File: src/rtl/div_arbiter_if.sv
// Divider-side bus of div_arbiter: operands/start/reset out, done/result/status back.
// master = arbiter side, slave = divider side.
interface div_arbiter_if #(
  parameter int WIDTH = 32
);
  logic             div_reset_o;
  logic             div_start_o;
  logic [WIDTH-1:0] div_a_o;
  logic [WIDTH-1:0] div_b_o;
  logic             div_busy_i;
  logic             div_done_i;
  logic             div_valid_i;
  logic             div_dbz_i;
  logic [WIDTH-1:0] div_val_i;
  logic [WIDTH-1:0] div_rem_i;

  modport master (
    output div_reset_o, div_start_o, div_a_o, div_b_o,
    input  div_busy_i, div_done_i, div_valid_i, div_dbz_i, div_val_i, div_rem_i
  );

  modport slave (
    input  div_reset_o, div_start_o, div_a_o, div_b_o,
    output div_busy_i, div_done_i, div_valid_i, div_dbz_i, div_val_i, div_rem_i
  );
endinterface

File: src/rtl/div_arbiter.sv
// Round-robin sharing of one iterative divider among NREQ requesters; one division in flight.
// Accept -> start next cycle; done -> one-cycle response next cycle; requests wait while busy.
module div_arbiter #(
  parameter  int WIDTH = 32,
  parameter  int NREQ  = 4,
  localparam int IW    = $clog2(NREQ)
) (
  input  logic                  clk,
  input  logic                  reset_n_i,
  input  logic [NREQ-1:0]       req_valid_i,
  output logic [NREQ-1:0]       req_ready_o,
  input  logic [NREQ*WIDTH-1:0] req_a_i,
  input  logic [NREQ*WIDTH-1:0] req_b_i,
  output logic [NREQ-1:0]       rsp_valid_o,
  output logic [WIDTH-1:0]      rsp_quo_o,
  output logic [WIDTH-1:0]      rsp_rem_o,
  output logic                  rsp_dbz_o,
  output logic                  busy_o,
  output logic [IW-1:0]         owner_o,
  div_arbiter_if.master         div_if
);

  typedef enum logic [1:0] {IDLE, START, WAIT, RESP} state_t;

  state_t           r_state;
  state_t           w_next;
  logic             r_div_reset;
  logic [IW-1:0]    r_last;
  logic [IW-1:0]    r_owner;
  logic [WIDTH-1:0] r_a;
  logic [WIDTH-1:0] r_b;
  logic [WIDTH-1:0] r_quo;
  logic [WIDTH-1:0] r_rem;
  logic             r_dbz;

  logic             w_found;
  logic [IW-1:0]    w_sel;
  logic [IW:0]      w_sum;
  logic [IW-1:0]    w_idx;
  logic             w_accept;
  logic [WIDTH-1:0] w_a;
  logic [WIDTH-1:0] w_b;
  logic [NREQ-1:0]  w_req_ready;
  logic [NREQ-1:0]  w_rsp_valid;
  logic             w_busy;
  logic             w_start;

  // Scan from last+1 with an explicit modulo-NREQ wrap so non power-of-2 NREQ works.
  always_comb begin
    w_found = 1'b0;
    w_sel   = '0;
    w_sum   = '0;
    w_idx   = '0;
    for (int i = 1; i <= NREQ; i++) begin
      w_sum = {1'b0, r_last} + (IW+1)'(i);
      w_idx = IW'((w_sum >= (IW+1)'(NREQ)) ? (w_sum - (IW+1)'(NREQ)) : w_sum);
      if (!w_found && req_valid_i[w_idx]) begin
        w_found = 1'b1;
        w_sel   = w_idx;
      end
    end
  end

  always_comb begin
    w_a = '0;
    w_b = '0;
    for (int k = 0; k < NREQ; k++) begin
      if (w_sel == IW'(k)) begin
        w_a = req_a_i[k*WIDTH +: WIDTH];
        w_b = req_b_i[k*WIDTH +: WIDTH];
      end
    end
  end

  assign w_accept = reset_n_i && !r_div_reset && (r_state == IDLE) && w_found;

  always_ff @(posedge clk or negedge reset_n_i) begin
    if (!reset_n_i) r_state <= IDLE;
    else            r_state <= w_next;
  end

  always_comb begin
    w_next = r_state;
    case (r_state)
      IDLE:    if (w_accept) w_next = START;
      START:   w_next = WAIT;
      WAIT:    if (div_if.div_done_i) w_next = RESP;
      RESP:    w_next = IDLE;
      default: w_next = IDLE;
    endcase
  end

  always_comb begin
    w_req_ready = '0;
    w_rsp_valid = '0;
    w_busy      = (r_state != IDLE);
    w_start     = (r_state == START);
    if (w_accept)          w_req_ready = NREQ'(1) << w_sel;
    if (r_state == RESP)   w_rsp_valid = NREQ'(1) << r_owner;
  end

  // div_reset is held one edge past reset release so the divider sees a clean sync reset.
  always_ff @(posedge clk or negedge reset_n_i) begin
    if (!reset_n_i) begin
      r_div_reset <= 1'b1;
      r_last      <= IW'(NREQ-1);
      r_owner     <= '0;
      r_a         <= '0;
      r_b         <= '0;
      r_quo       <= '0;
      r_rem       <= '0;
      r_dbz       <= 1'b0;
    end else begin
      r_div_reset <= 1'b0;
      case (r_state)
        IDLE: begin
          if (w_accept) begin
            r_a     <= w_a;
            r_b     <= w_b;
            r_owner <= w_sel;
          end
        end
        WAIT: begin
          if (div_if.div_done_i) begin
            r_dbz <= div_if.div_dbz_i;
            r_quo <= div_if.div_dbz_i ? '0 : div_if.div_val_i;
            r_rem <= div_if.div_dbz_i ? '0 : div_if.div_rem_i;
          end
        end
        RESP:    r_last <= r_owner;
        default: ;
      endcase
    end
  end

  assign req_ready_o        = w_req_ready;
  assign rsp_valid_o        = w_rsp_valid;
  assign rsp_quo_o          = r_quo;
  assign rsp_rem_o          = r_rem;
  assign rsp_dbz_o          = r_dbz;
  assign busy_o             = w_busy;
  assign owner_o            = r_owner;
  assign div_if.div_reset_o = r_div_reset;
  assign div_if.div_start_o = w_start;
  assign div_if.div_a_o     = r_a;
  assign div_if.div_b_o     = r_b;

  // Divider status is only watched for sanity, never used for sequencing.
  a_start_idle_div: assert property (@(posedge clk) disable iff (!reset_n_i)
    (r_state == START) |-> !div_if.div_busy_i);
  a_done_has_result: assert property (@(posedge clk) disable iff (!reset_n_i)
    ((r_state == WAIT) && div_if.div_done_i) |-> (div_if.div_valid_i || div_if.div_dbz_i));

endmodule

File: src/flat_wrapper.sv
// flat-port wrapper written by rule: the top's interface ports become plain ports
module div_arbiter_flat 
#(
  parameter  int WIDTH = 32,
  parameter  int NREQ  = 4,
  localparam int IW    = $clog2(NREQ)
)
  (clk, reset_n_i, req_valid_i, req_ready_o, req_a_i, req_b_i, rsp_valid_o, rsp_quo_o, rsp_rem_o, rsp_dbz_o, busy_o, owner_o, div_if_div_reset_o, div_if_div_start_o, div_if_div_a_o, div_if_div_b_o, div_if_div_busy_i, div_if_div_done_i, div_if_div_valid_i, div_if_div_dbz_i, div_if_div_val_i, div_if_div_rem_i);
  div_arbiter_if #(.WIDTH(WIDTH)) div_if_i ();
  input  logic clk;
  input  logic reset_n_i;
  input  logic [NREQ-1:0] req_valid_i;
  output logic [NREQ-1:0] req_ready_o;
  input  logic [NREQ*WIDTH-1:0] req_a_i;
  input  logic [NREQ*WIDTH-1:0] req_b_i;
  output logic [NREQ-1:0] rsp_valid_o;
  output logic [WIDTH-1:0] rsp_quo_o;
  output logic [WIDTH-1:0] rsp_rem_o;
  output logic rsp_dbz_o;
  output logic busy_o;
  output logic [IW-1:0] owner_o;
  output wire logic [$bits(div_if_i.div_reset_o)-1:0] div_if_div_reset_o;
  output wire logic [$bits(div_if_i.div_start_o)-1:0] div_if_div_start_o;
  output wire logic [$bits(div_if_i.div_a_o)-1:0] div_if_div_a_o;
  output wire logic [$bits(div_if_i.div_b_o)-1:0] div_if_div_b_o;
  input wire logic [$bits(div_if_i.div_busy_i)-1:0] div_if_div_busy_i;
  input wire logic [$bits(div_if_i.div_done_i)-1:0] div_if_div_done_i;
  input wire logic [$bits(div_if_i.div_valid_i)-1:0] div_if_div_valid_i;
  input wire logic [$bits(div_if_i.div_dbz_i)-1:0] div_if_div_dbz_i;
  input wire logic [$bits(div_if_i.div_val_i)-1:0] div_if_div_val_i;
  input wire logic [$bits(div_if_i.div_rem_i)-1:0] div_if_div_rem_i;
  assign div_if_div_reset_o = div_if_i.div_reset_o;
  assign div_if_div_start_o = div_if_i.div_start_o;
  assign div_if_div_a_o = div_if_i.div_a_o;
  assign div_if_div_b_o = div_if_i.div_b_o;
  assign div_if_i.div_busy_i = div_if_div_busy_i;
  assign div_if_i.div_done_i = div_if_div_done_i;
  assign div_if_i.div_valid_i = div_if_div_valid_i;
  assign div_if_i.div_dbz_i = div_if_div_dbz_i;
  assign div_if_i.div_val_i = div_if_div_val_i;
  assign div_if_i.div_rem_i = div_if_div_rem_i;
  div_arbiter #(.WIDTH(WIDTH), .NREQ(NREQ)) u_core (.clk(clk), .reset_n_i(reset_n_i), .req_valid_i(req_valid_i), .req_ready_o(req_ready_o), .req_a_i(req_a_i), .req_b_i(req_b_i), .rsp_valid_o(rsp_valid_o), .rsp_quo_o(rsp_quo_o), .rsp_rem_o(rsp_rem_o), .rsp_dbz_o(rsp_dbz_o), .busy_o(busy_o), .owner_o(owner_o), .div_if(div_if_i));
endmodule
File: config.mk
export PLATFORM = sky130hd
export DESIGN_NAME = div_arbiter_flat
export DESIGN_NICKNAME = d
export VERILOG_FILES = /design/src/rtl/div_arbiter_if.sv /design/src/rtl/div_arbiter.sv /design/src/flat_wrapper.sv
export SDC_FILE = /design/constraint.sdc
export NUM_CORES = 1
export LEC_CHECK = 0
export ABC_AREA = 0
export BUFFER_PORTS_ARGS = -buffer_cell sky130_fd_sc_hd__buf_2
export CAP_MARGIN = 40
export CELL_PAD_IN_SITES_DETAIL_PLACEMENT = 1
export CELL_PAD_IN_SITES_GLOBAL_PLACEMENT = 1
export CORE_AREA = 2 2 186 188
export CTS_CLUSTER_SIZE = 14
export DETAILED_ROUTE_END_ITERATION = 10
export DIE_AREA = 0 0 188 190
export GPL_TIMING_DRIVEN = 0
export HOLD_SLACK_MARGIN = 0.1
export PLACE_DENSITY = 0.73
export REMOVE_ABC_BUFFERS = 1
export SLEW_MARGIN = 15
export SYNTH_ARGS = -nofsm -noshare
export SYNTH_HDL_FRONTEND = slang
export SYNTH_SLANG_ARGS = --single-unit
File: constraint.sdc
create_clock -name clk -period 1.9 [get_ports clk]
set_input_delay 0.095 -clock clk [delete_from_list [all_inputs] [get_ports clk]]
set_output_delay 0.095 -clock clk [all_outputs]
set_load 0.01 [all_outputs]
==> flow_metrics.py <==
metrics = {
    "run_status": {
        "status": "finished, violations left",
        "violations": "hold timing, setup timing",
    },
    "grt": {
        "antenna_found_initial": 7,
        "grt_max_degree": 62,
        "grt_pass1_wl_um": 84900,
        "overflow": 0,
        "grt_usage": 0.321,
        "grt_pass1_vias": 12900,
    },
    "layout": {
        "post-route-util": 0.495,
        "fin_nets": 2027,
        "syn2layout_area_growth_pct": 128,
        "stdcell_count": 2168,
        "register_area_um2": 3410,
        "fillCellCount": 3797,
        "multi_input_area_um2": 4540,
        "drive_above_1_share": 0.464,
    },
    "sta": {
        "setup_slack_ps": -534,
        "period_needed_ps": 2430,
        "min_period_over_period": 1.28,
        "tightestPinTransition_ps": 779,
        "hold_viol": 56,
        "fmax_mhz": 411,
        "timing.hold.ws_ps": -439,
        "max_slew_margin": 0.479,
        "final_max_slew_viol_count": 0,
        "finalClockSkew_ps": 10.1,
        "setup_violations": 72,
        "rsz0062_at_grt": "yes",
    },
    "yosys": {
        "synth_warnings": 0,
        "synth_seq_cells": 136,
        "synth-edff-count": 0,
        "syn-cell-area_um2": 7370,
        "synthFlopType": "dfrtp_1",
        "postSynthCellCount": 824,
        "ys_top_cells_by_count": "dfrtp_1, o21ai_0, nand2_1",
        "yosys.area.top_type": "dfrtp_1",
        "synth.distinct_cells": 40,
        "ys_async_sr_fraction": 1.00,
        "yosysMostFrequentCell": "dfrtp_1",
        "synthTopCellsByArea": "dfrtp_1, o21ai_0, nand2b_1",
        "seq_area_frac_synth": 0.462,
        "postSynthAreaPerCell_um2": 8.94,
        "synth_top_area_frac": 0.452,
    },
    "power": {
        "p_leak_uw": 0.00767,
        "cellPowerDensity_nw_per_um2": 1230,
        "ir_worst_vdd_mv": 0.697,
    },
    "floorplan": {
        "num_rows": 68,
        "dieArea_um2": 35700,
        "initial_core_util": 0.217,
        "core_area_um2": 33900,
        "die_h_um": 190,
        "die_width_um": 188,
        "ioPinCount": 472,
    },
    "detailed_routing": {
        "num_vias": 12100,
        "first_pass_iters": 5,
        "viasPerCell": 5.57,
        "drc_errors": 0,
        "antenna_left": 0,
        "wl_per_cell_um": 30.3,
        "drt_wl_total_um": 65600,
        "drt_iter0_drc": 816,
    },
    "place": {
        "port_buffers": 469,
        "gp_congestion": 0.840,
        "detailed_place_hpwl_um": 26300,
        "dp_cells": 1686,
    },
    "critical_path": {
        "crit_type": "reg -> reg",
        "worstPathMaxFanout": 12,
        "worstSetupStartpointType": "register",
        "end_kind": "register",
        "cp.arrival_ps": 2740,
        "worstPathRequired_ps": 2200,
    },
    "clocking": {
        "clock_path_buffers": 2,
        "numCtsBuffers": 17,
        "cts.clk_slew.worst_paths_ps": 70,
        "cts_sinks": 136,
        "htree_levels": 4,
        "root_buffer": "clkbuf_16",
        "clk_latency_ps": 450,
        "cts_tree": "yes",
    },
    "worst_hold_path": {
        "hold_path.class": "in -> async",
    },
    "flow_run": {
        "max-cap-violations": 0,
    },
}
[critical path, cell delays in order, from the launching register on]
cell       delay (ps)
dfrtp_1           430
inv_2             110
ha_4              160
nand2_4            70
a211o_4           380
buf_4             160
buf_4             140
bufbuf_16         280
a2bb2oi_2         370
o31ai_4           170
[layer usage]
| layer | global-route usage | routed length [um] | up-vias |
|---|---|---|---|
| met4 | 0.220 | 5440 | 8 |
| met5 | 0 | 57 | - |
| li1 | - | - | 4776 |
| met2 | 0.535 | 30500 | 1022 |
| met3 | 0.104 | 6660 | 392 |
| met1 | 0.349 | 22900 | 5885 |
[through the flow]
| step | power (uW) | TNS [ps] | worst slack [ps] | area [um^2] |
|---|---|---|---|---|
| after floorplan | 8210 | -267190 | -3370 | 6970 |
| after CTS | 18100 | -7490 | -216 | 15800 |
| final | 20600 | -22080 | -534 | 16800 |
| after global routing | 21300 | -22960 | -562 | 16800 |
| after detailed placement | 11800 | -35140 | -871 | 10400 |
| after global placement | 11100 | -965470 | -10320 | 9890 |
[power breakdown]
| part | switching, uW | internal (uW) |
|---|---|---|
| Clock | 1480 | 2070 |
| Combinational | 6620 | 5310 |
| Sequential | 985 | 4130 |
| Total | 9090 | 11500 |
[final timing paths]
path                            depth (start not counted)                             from                                    end  slack (ps)
worst max-delay path                                    9    u_core.r_state[1]$_DFFE_PN0P_   u_core.div_if.div_b_o[4]$_DFFE_PN0P_        -530
worst min-delay path                                    1                        reset_n_i       u_core.rsp_quo_o[27]$_DFFE_PN0P_        -440
worst max register to register                          9    u_core.r_state[1]$_DFFE_PN0P_   u_core.div_if.div_b_o[4]$_DFFE_PN0P_        -530
worst min register to register                          2  u_core.rsp_rem_o[1]$_DFFE_PN0P_        u_core.rsp_rem_o[1]$_DFFE_PN0P_         480
max in group asynchronous                               3                        reset_n_i       u_core.rsp_rem_o[12]$_DFFE_PN0P_        1320
min in group clk                                        4                      req_a_i[26]  u_core.div_if.div_a_o[26]$_DFFE_PN0P_          90
[area by class of cell]
cell class                      instances  area share
Timing Repair Buffer                  926       0.455
Antenna cell                            8     0.00119
Tap cell                              455      0.0339
Multi-Input combinational cell        605       0.270
Sequential cell                       136       0.203
Clock inverter                         10     0.00692
Inverter                                6     0.00156
Clock buffer                           22      0.0288
[timing repair]
action                                  in CTS  in global routing
gates cloned                                22                  5
buffers inserted                            54                 45
hold endpoints to repair                   210                 93
hold buffers                               319                  2
resized for setup                          143                114
pin swaps                                   61                 49
endpoints found under the setup margin      73                111
[flip-flops by register name (all words and copies together) (netlist names)]
name and cells:
u_core.div_if.div_a_o 32, u_core.div_if.div_b_o 32, u_core.div_if.div_reset_o 1, u_core.owner_o 2
u_core.r_last 2, u_core.r_state 2, u_core.rsp_dbz_o 1, u_core.rsp_quo_o 32
u_core.rsp_rem_o 32
[cells in the final DEF (no fill, tap or decap), types with 28 or more instances in the layout]
master           n
buf_2          468
a221o_1         28
dfrtp_1        133
buf_4           54
nand2_1         87
a21oi_1         50
o22a_1          28
nand2b_1        65
dlygate4sd3_1  318
o21ai_0         96
[cell families (layout without fill, tap and decap cells)]
family          Yosys count  count (layout)  share of synthesized area
compound gates          345             350                      0.306
fa+ha+maj                 5               5                    0.00849
buf+inv                  89             964                     0.0571
flops                   136             136                      0.462
mux                       1               1                    0.00153
other cells               1               9                   0.000509
simple gates            247             248                      0.164
Note: power is estimated with default switching activity, not from simulation.
